[src/rtl/bit_serializer.sv]
// bit_serializer
//   Upstream stage of the serial sequence detector. Parallel words arrive over
//   a valid/ready handshake and leave one bit per clock on a registered serial
//   line. A one-word holding register lets back-to-back words stream with no
//   idle gap. With no word pending, the line sits at IDLE_BIT.
//
//   Parameters
//     WIDTH      bits per word (must be at least 2)
//     MSB_FIRST  1: bit WIDTH-1 leaves first, 0: bit 0 leaves first
//     IDLE_BIT   level on ser_out while ser_valid is low
//
//   Ports
//     clk        system clock, rising edge
//     rst_n      asynchronous active-low reset
//     in_data    parallel word, sampled only on acceptance
//     in_valid   in_data is valid
//     in_ready   a word can be accepted this cycle (registered state only)
//     ser_out    serial bit, drives the detector's data_in
//     ser_valid  ser_out carries a word bit this cycle
//     word_done  last bit of a word is on ser_out
//     busy       shift or holding register occupied
//
//   state | meaning
//   IDLE  | line at IDLE_BIT, waiting for a word
//   SHIFT | a word bit is on ser_out, cnt_q is its index within the word
module bit_serializer #(
  parameter int WIDTH     = 8,
  parameter bit MSB_FIRST = 1'b1,
  parameter bit IDLE_BIT  = 1'b0
) (
  input  logic             clk,
  input  logic             rst_n,
  input  logic [WIDTH-1:0] in_data,
  input  logic             in_valid,
  output logic             in_ready,
  output logic             ser_out,
  output logic             ser_valid,
  output logic             word_done,
  output logic             busy
);

  localparam int CW = $clog2(WIDTH);
  localparam logic [CW-1:0] LAST = CW'(WIDTH - 1);

  typedef enum logic {
    IDLE  = 1'b0,
    SHIFT = 1'b1
  } state_t;

  state_t           state_q, state_d;
  logic [WIDTH-1:0] sr_q, sr_d;
  logic [WIDTH-1:0] hr_q, hr_d;
  logic             hold_full_q, hold_full_d;
  logic [CW-1:0]    cnt_q, cnt_d;
  logic             ser_out_q, ser_out_d;
  logic             accept;

  // First bit of a word in transmit order.
  function automatic logic first_bit(input logic [WIDTH-1:0] w);
    return MSB_FIRST ? w[WIDTH-1] : w[0];
  endfunction

  // SR keeps only the bits not yet on the line; the next one to leave always
  // sits where first_bit() looks for it.
  function automatic logic [WIDTH-1:0] remaining(input logic [WIDTH-1:0] w);
    return MSB_FIRST ? (w << 1) : (w >> 1);
  endfunction

  assign in_ready = !hold_full_q;
  assign accept   = in_valid && in_ready;

  always_ff @(posedge clk or negedge rst_n) begin
    if (!rst_n) begin
      state_q     <= IDLE;
      sr_q        <= '0;
      hr_q        <= '0;
      hold_full_q <= 1'b0;
      cnt_q       <= '0;
      ser_out_q   <= IDLE_BIT;
    end else begin
      state_q     <= state_d;
      sr_q        <= sr_d;
      hr_q        <= hr_d;
      hold_full_q <= hold_full_d;
      cnt_q       <= cnt_d;
      ser_out_q   <= ser_out_d;
    end
  end

  always_comb begin
    state_d     = state_q;
    sr_d        = sr_q;
    hr_d        = hr_q;
    hold_full_d = hold_full_q;
    cnt_d       = cnt_q;
    ser_out_d   = ser_out_q;

    case (state_q)
      IDLE: begin
        if (accept) begin
          state_d   = SHIFT;
          ser_out_d = first_bit(in_data);
          sr_d      = remaining(in_data);
          cnt_d     = '0;
        end
      end

      SHIFT: begin
        if (cnt_q != LAST) begin
          ser_out_d = first_bit(sr_q);
          sr_d      = remaining(sr_q);
          cnt_d     = cnt_q + CW'(1);
          if (accept) begin
            hr_d        = in_data;
            hold_full_d = 1'b1;
          end
        end else if (hold_full_q) begin
          // in_ready is low here, so no accept can collide with the reload.
          ser_out_d   = first_bit(hr_q);
          sr_d        = remaining(hr_q);
          hold_full_d = 1'b0;
          cnt_d       = '0;
        end else if (accept) begin
          ser_out_d = first_bit(in_data);
          sr_d      = remaining(in_data);
          cnt_d     = '0;
        end else begin
          state_d   = IDLE;
          ser_out_d = IDLE_BIT;
          cnt_d     = '0;
        end
      end

      default: begin
        state_d   = IDLE;
        ser_out_d = IDLE_BIT;
        cnt_d     = '0;
      end
    endcase
  end

  assign ser_out   = ser_out_q;
  assign ser_valid = (state_q == SHIFT);
  assign word_done = ser_valid && (cnt_q == LAST);
  assign busy      = ser_valid || hold_full_q;

endmodule

[config.mk]
export PLATFORM = sky130hd
export DESIGN_NAME = bit_serializer
export DESIGN_NICKNAME = d
export VERILOG_FILES = /design/src/rtl/bit_serializer.sv
export SDC_FILE = /design/constraint.sdc
export NUM_CORES = 1
export LEC_CHECK = 0
export ABC_CLOCK_PERIOD_IN_PS = 3900
export CORE_MARGIN = 1
export CORE_UTILIZATION = 40
export DETAILED_ROUTE_END_ITERATION = 8
export PLACE_DENSITY_LB_ADDON = 0.15
export SYNTH_ARGS = -nofsm -noshare
export SYNTH_HDL_FRONTEND = slang
export SYNTH_SLANG_ARGS = --single-unit
[constraint.sdc]
create_clock -name clk -period 3.9 [get_ports clk]
set_input_delay 0.585 -clock clk [delete_from_list [all_inputs] [get_ports clk]]
set_output_delay 0.585 -clock clk [all_outputs]
set_load 0.05 [all_outputs]
==> flow_metrics.py, run 1 <==
metrics = {
    "detailed_routing": {
        "drt-pass1-iter-count": 4,
        "vias": 748,
        "wl_per_cell_um": 14.2,
        "drt_iter0_markers": 7,
        "drc": 0,
        "antenna_left": 0,
        "drt-total-wl_mm": 1.99,
        "vias_per_cell": 5.34,
    },
    "floorplanning": {
        "dieArea_um2": 2880,
        "initial_core_util": 0.427,
        "die_w_um": 53.7,
        "die_h_um": 53.7,
        "rows": 18,
        "io_pins": 16,
        "core_region_area_um2": 2500,
    },
    "global_routing": {
        "grt_pass1_vias": 713,
        "grt_use_total": 0.168,
        "antenna_found_initial": 0,
        "grt_overflow": 0,
        "grt_max_degree": 23,
        "grt_first_pass_wirelength_mm": 3.26,
    },
    "logic_synthesis": {
        "yosysSeqAreaShare": 0.516,
        "synth_compound_area_frac": 0.148,
        "synthCells": 98,
        "syn-cell-area_um2": 1070,
        "synth_mux_area_frac": 0.113,
        "synth_xor_area_frac": 0,
        "synth_top_family_by_area": "compound AO/OA/AOI/OAI gates",
        "synthAdderAreaFrac": 0.0352,
        "synth_nets": 112,
        "ys_seq_elements": 22,
        "yosysWarnings": 0,
        "avgSynthCellArea_um2": 10.9,
        "ys_types": 20,
        "yosys.area_share.simple": 0.135,
    },
    "timing": {
        "fmax_ghz": 0.347,
        "rsz0062_at_grt": "false",
        "post-route-period-util": 0.738,
        "worst_pin_slew_ps": 994,
        "period_needed_ps": 2880,
        "skew_ps": 4.24,
        "tns_ps": 0,
        "setup_violations": 0,
        "hold_violations": 0,
        "drv_slew": 0,
        "slew_headroom": 0.335,
    },
    "critical_path": {
        "critPathMaxStageDelay_ps": 800,
        "crit_required_ps": 3310,
        "crit_type": "reg2out",
        "arrival_ps": 2300,
        "start_kind": "register",
        "crit_path_end_kind": "output port",
        "cpMostUsedCell": "ha_1",
        "cp_cell_sequence": "ha_1, ha_1, and2_1, clkdlybuf4s50_1",
        "rrSetupSlack_ps": 1910,
        "critPathMaxFanout": 11,
        "critPathSlowestCell": "clkdlybuf4s50_1",
    },
    "clocking": {
        "htree_levels": 1,
        "root_buffer": "clkbuf_4",
        "cts_tree": "built",
        "cts.clk_slew.worst_paths_ps": 120,
        "clk_latency_ps": 320,
        "cts-resized-gates": 0,
        "post_cts_buffers": 0,
        "clockBufferDepth": 2,
        "cts_buffers": 3,
        "clock_sinks": 22,
        "hold_buffers": 0,
    },
    "placed_design": {
        "placed_area_um2": 1200,
        "place_inst": 136,
        "dp_hpwl_mm": 1.27,
        "gp_congestion": 0.736,
        "port_buffers": 15,
    },
    "layout": {
        "diodes": 0,
        "area_growth_syn_to_layout_pct": 17.8,
        "layout.cells.non_filler": 140,
        "final_area_um2": 1260,
        "drive_gt1_frac": 0.136,
        "nets": 125,
    },
    "outcome": {
        "status": "finished, final reports clean",
    },
    "flow_run": {
        "maxCapViolCount": 0,
    },
    "pwr": {
        "max-vdd-ir-drop_v": 0.000522,
        "powerDensity_nw_per_um2": 809,
        "leakage_nw": 0.541,
    },
    "min_path": {
        "hold_path.class": "reg2reg",
    },
}
[metal layers]
metal  part of all wire  GRT usage
met5                  0          0
met4              0.019     0.0789
met3              0.049     0.0593
met2               0.43      0.252
met1               0.50      0.216
[cell type report]
cell class	instances	area [um^2]
multi-input cells	67	459
clock buffers	3	22.5
repair buffers	15	150
clock inverters	1	30.0
fillers	240	1240
inverters	2	7.51
well taps	30	37.5
flip-flops and latches	22	551
[critical path: cells and delay by family, from the launching register on]
family	cells	cell delay, ps
fa+ha+maj	2	580
buf+inv	1	800
flops	1	390
simple gates	1	210
[Yosys cell counts]
cell type,n,area (um^2)
ha_1,3,37.5
nand2_1,24,90.1
or2_2,1,6.26
mux2_4,8,120
and3_4,1,11.3
a21boi_0,1,7.51
nand2b_1,1,6.26
o22ai_1,8,50.1
a21oi_1,1,5.00
o21ai_0,4,20.0
a32oi_1,8,70.1
o21ai_1,1,5.00
nor2_1,4,15.0
dfrtp_1,22,551
buf_2,1,5.00
buf_6,3,33.8
and2_1,1,6.26
clkbuf_1,3,11.3
inv_1,2,7.51
nor2b_2,1,8.76
[per-stage QoR]
step                      total power [mW]  worst slack, ps   util  hold WS [ps]
after floorplan                      0.759             1910      -           289
after global placement               0.844             1410  0.482           498
after detailed placement             0.848             1360  0.482           499
after CTS                             1.03              994  0.503           516
after global routing                  1.09              875  0.503           530
final                                 1.02             1020  0.503           511
[cells in the final DEF, fill, tap and decap left out]
| cell | synthesis | routed |
|---|---|---|
| a21oi_1 | 1 | 1 |
| and2_1 | 1 | 1 |
| mux2_4 | 8 | 8 |
| a32oi_1 | 8 | 8 |
| bufinv_16 | 0 | 1 |
| nor2_1 | 4 | 4 |
| ha_1 | 3 | 3 |
| o21ai_0 | 4 | 4 |
| clkdlybuf4s50_1 | 0 | 15 |
| or2_2 | 1 | 1 |
| dfrtp_1 | 22 | 22 |
| nand2_1 | 24 | 24 |
| inv_1 | 2 | 2 |
| nand2b_1 | 1 | 1 |
| and3_4 | 1 | 1 |
| a21boi_0 | 1 | 1 |
| o21ai_1 | 1 | 1 |
| nor2b_2 | 1 | 1 |
| clkbuf_4 | 0 | 3 |
| o22ai_1 | 8 | 8 |
[registers in the layout, summed over array words and instances (netlist names)]
register,cells
cnt_q,3
hold_full_q,1
hr_q,8
ser_out,1
ser_valid,1
sr_q,8
[logic make-up after synthesis]
logic type / Yosys count
buffers and inverters: 9
adders and majority gates: 3
and+or+nand+nor: 33
muxes: 8
DFF: 22
AOI/OAI and AO/OA: 23
[final timing paths]
| path | start | endpoint | cells after the start |
|---|---|---|---|
| min reg2reg | sr_q[0]$_DFF_PN0_ | sr_q[0]$_DFF_PN0_ | 2 |
| min in group asynchronous | rst_n | hr_q[0]$_DFFE_PN0P_ | 1 |
| max | cnt_q[0]$_DFFE_PN0P_ | word_done | 4 |
| max in group asynchronous | rst_n | hr_q[7]$_DFFE_PN0P_ | 1 |
| max reg2reg | cnt_q[0]$_DFFE_PN0P_ | sr_q[3]$_DFF_PN0_ | 5 |
| min | sr_q[0]$_DFF_PN0_ | sr_q[0]$_DFF_PN0_ | 2 |
[where the power goes]
part	switching (mW)	total, mW	internal, mW
sequential	0.0797	0.416	0.337
combinational	0.219	0.426	0.207
clock	0.0710	0.175	0.104
total	0.370	1.02	0.648
Note: power is estimated with default switching activity, not from simulation.
==> run 2, diff against run 1 <==
ABC_CLOCK_PERIOD_IN_PS = 2480   (was 3900)
clock period = 2.48 ns   (was 3.9 ns; I/O delays follow)
==> run 2 against run 1 <==
Effect of this change: register-to-register slack worse by 1200 ps; wire length rose by 2.3%; count of clock-buffer cells in the layout unchanged; via count is 3.9% higher; flip-flop and latch count did not move.
==> flow_metrics.py, run 2 (synthesized netlist as in run 1, its figures left out) <==
metrics = {
    "layout": {
        "reg_top3": "hr_q x8, sr_q x8, cnt_q x3",
        "most-common-layout-cells": "nand2_1, dfrtp_1, clkdlybuf4s50_1",
        "mostFrequentLayoutCell": "nand2_1",
        "layout.cells.non_filler": 144,
        "nets": 129,
        "diodes": 0,
        "drive_gt1_frac": 0.175,
        "area_growth_syn_to_layout_pct": 20.4,
        "final_core_util": 0.514,
    },
    "global_routing": {
        "antenna_found_initial": 0,
        "grt_pass1_vias": 737,
        "grt_first_pass_wirelength_mm": 3.38,
        "grt_overflow": 0,
        "grt_max_degree": 23,
        "grt_use_total": 0.164,
    },
    "floorplanning": {
        "die_w_um": 53.7,
        "io_pins": 16,
        "rows": 18,
        "initial_core_util": 0.427,
        "core_region_area_um2": 2500,
        "dieArea_um2": 2880,
        "die_h_um": 53.7,
    },
    "clocking": {
        "cts-resized-gates": 0,
        "hold_buffers": 0,
        "htree_levels": 1,
        "cts_tree": "built",
        "clk_latency_ps": 300,
        "cts.clk_slew.worst_paths_ps": 130,
        "cts_buffers": 3,
        "clockBufferDepth": 2,
        "root_buffer": "clkbuf_4",
        "clock_sinks": 22,
        "post_cts_buffers": 0,
    },
    "critical_path": {
        "start_kind": "register",
        "critPathMaxFanout": 8,
        "critPathMaxStageDelay_ps": 700,
        "arrival_ps": 1760,
        "cp_top_family": "buffers and inverters",
        "crit_required_ps": 2110,
        "cp_cell_sequence": "or2_2, clkdlybuf4s50_1",
        "crit_path_end_kind": "output port",
        "critPathSlowestCell": "clkdlybuf4s50_1",
        "crit_type": "reg2out",
        "critical_path_buf_inv_count": 1,
    },
    "placed_design": {
        "gp_congestion": 0.746,
        "dp_hpwl_mm": 1.33,
        "pre_cts_ws_ps": 668,
        "port_buffers": 15,
        "place_inst": 140,
    },
    "timing": {
        "period_needed_ps": 2140,
        "slew_headroom": 0.664,
        "skew_ps": 9.68,
        "tns_ps": 0,
        "fin_ws_ps": 345,
        "fmax_ghz": 0.468,
        "rsz0062_at_grt": "false",
        "post-route-period-util": 0.861,
        "drv_slew": 0,
        "worst_pin_slew_ps": 504,
        "setup_violations": 0,
        "hold_violations": 0,
    },
    "min_path": {
        "hold_path.class": "in2async",
    },
    "detailed_routing": {
        "antenna_left": 0,
        "drc": 0,
        "drt_iter0_markers": 8,
        "drt-pass1-iter-count": 4,
        "vias": 777,
        "wl_per_cell_um": 14.1,
        "drt-total-wl_mm": 2.04,
        "vias_per_cell": 5.40,
    },
    "outcome": {
        "status": "finished, final reports clean",
    },
    "pwr": {
        "powerDensity_nw_per_um2": 1270,
        "max-vdd-ir-drop_v": 0.000589,
        "finalPower_mw": 1.63,
        "leakage_nw": 0.563,
    },
    "flow_run": {
        "maxCapViolCount": 0,
    },
}
-- run 2: path summary, 6_finish.rpt --
kind	startpoint	to	slack [ps]	cells past startpoint
hold / removal	rst_n	hr_q[7]$_DFFE_PN0P_	400	2
setup reg to reg	cnt_q[0]$_DFFE_PN0P_	hr_q[0]$_DFFE_PN0P_	680	5
setup / recovery	hold_full_q$_DFFE_PN0P_	busy	340	2
hold reg to reg	sr_q[0]$_DFF_PN0_	sr_q[0]$_DFF_PN0_	520	2
min in group clk	sr_q[0]$_DFF_PN0_	sr_q[0]$_DFF_PN0_	520	2
max in group asynchronous	rst_n	cnt_q[0]$_DFFE_PN0P_	1850	2
-- run 2: layer usage --
layer | global-route usage | up-vias | routed length (um)
met1 | 0.215 | 380 | 1010
li1 | - | 376 | -
met5 | 0 | - | 0
met2 | 0.269 | 19 | 924
met3 | 0.0282 | 2 | 85
met4 | 0.0614 | 0 | 15
-- run 2: where the power goes --
group,switching [mW],total [mW],internal [mW]
Combinational,0.376,0.719,0.343
Clock,0.109,0.272,0.163
Sequential,0.105,0.635,0.529
Total,0.591,1.63,1.04
-- run 2: metrics by stage --
stage	hold WS [ps]	instance area [um^2]
2_1_floorplan	76.4	1070
3_3_place_gp	495	1230
3_5_place_dp	494	1230
4_1_cts	409	1280
5_1_grt	427	1280
6_report	403	1280
-- run 2: layout make-up --
cell class,instances,area [um^2]
fillers,229,1210
flip-flops and latches,22,551
multi-input cells,67,459
repair buffers,19,178
well taps,30,37.5
clock inverters,1,30.0
clock buffers,3,22.5
inverters,2,7.51
==> run 3, diff against run 2 <==
SKIP_CTS_REPAIR_TIMING = 1   (was not set)
==> results of run 3 <==
The final DEF is identical to that of run 2; final timing and power are the same.
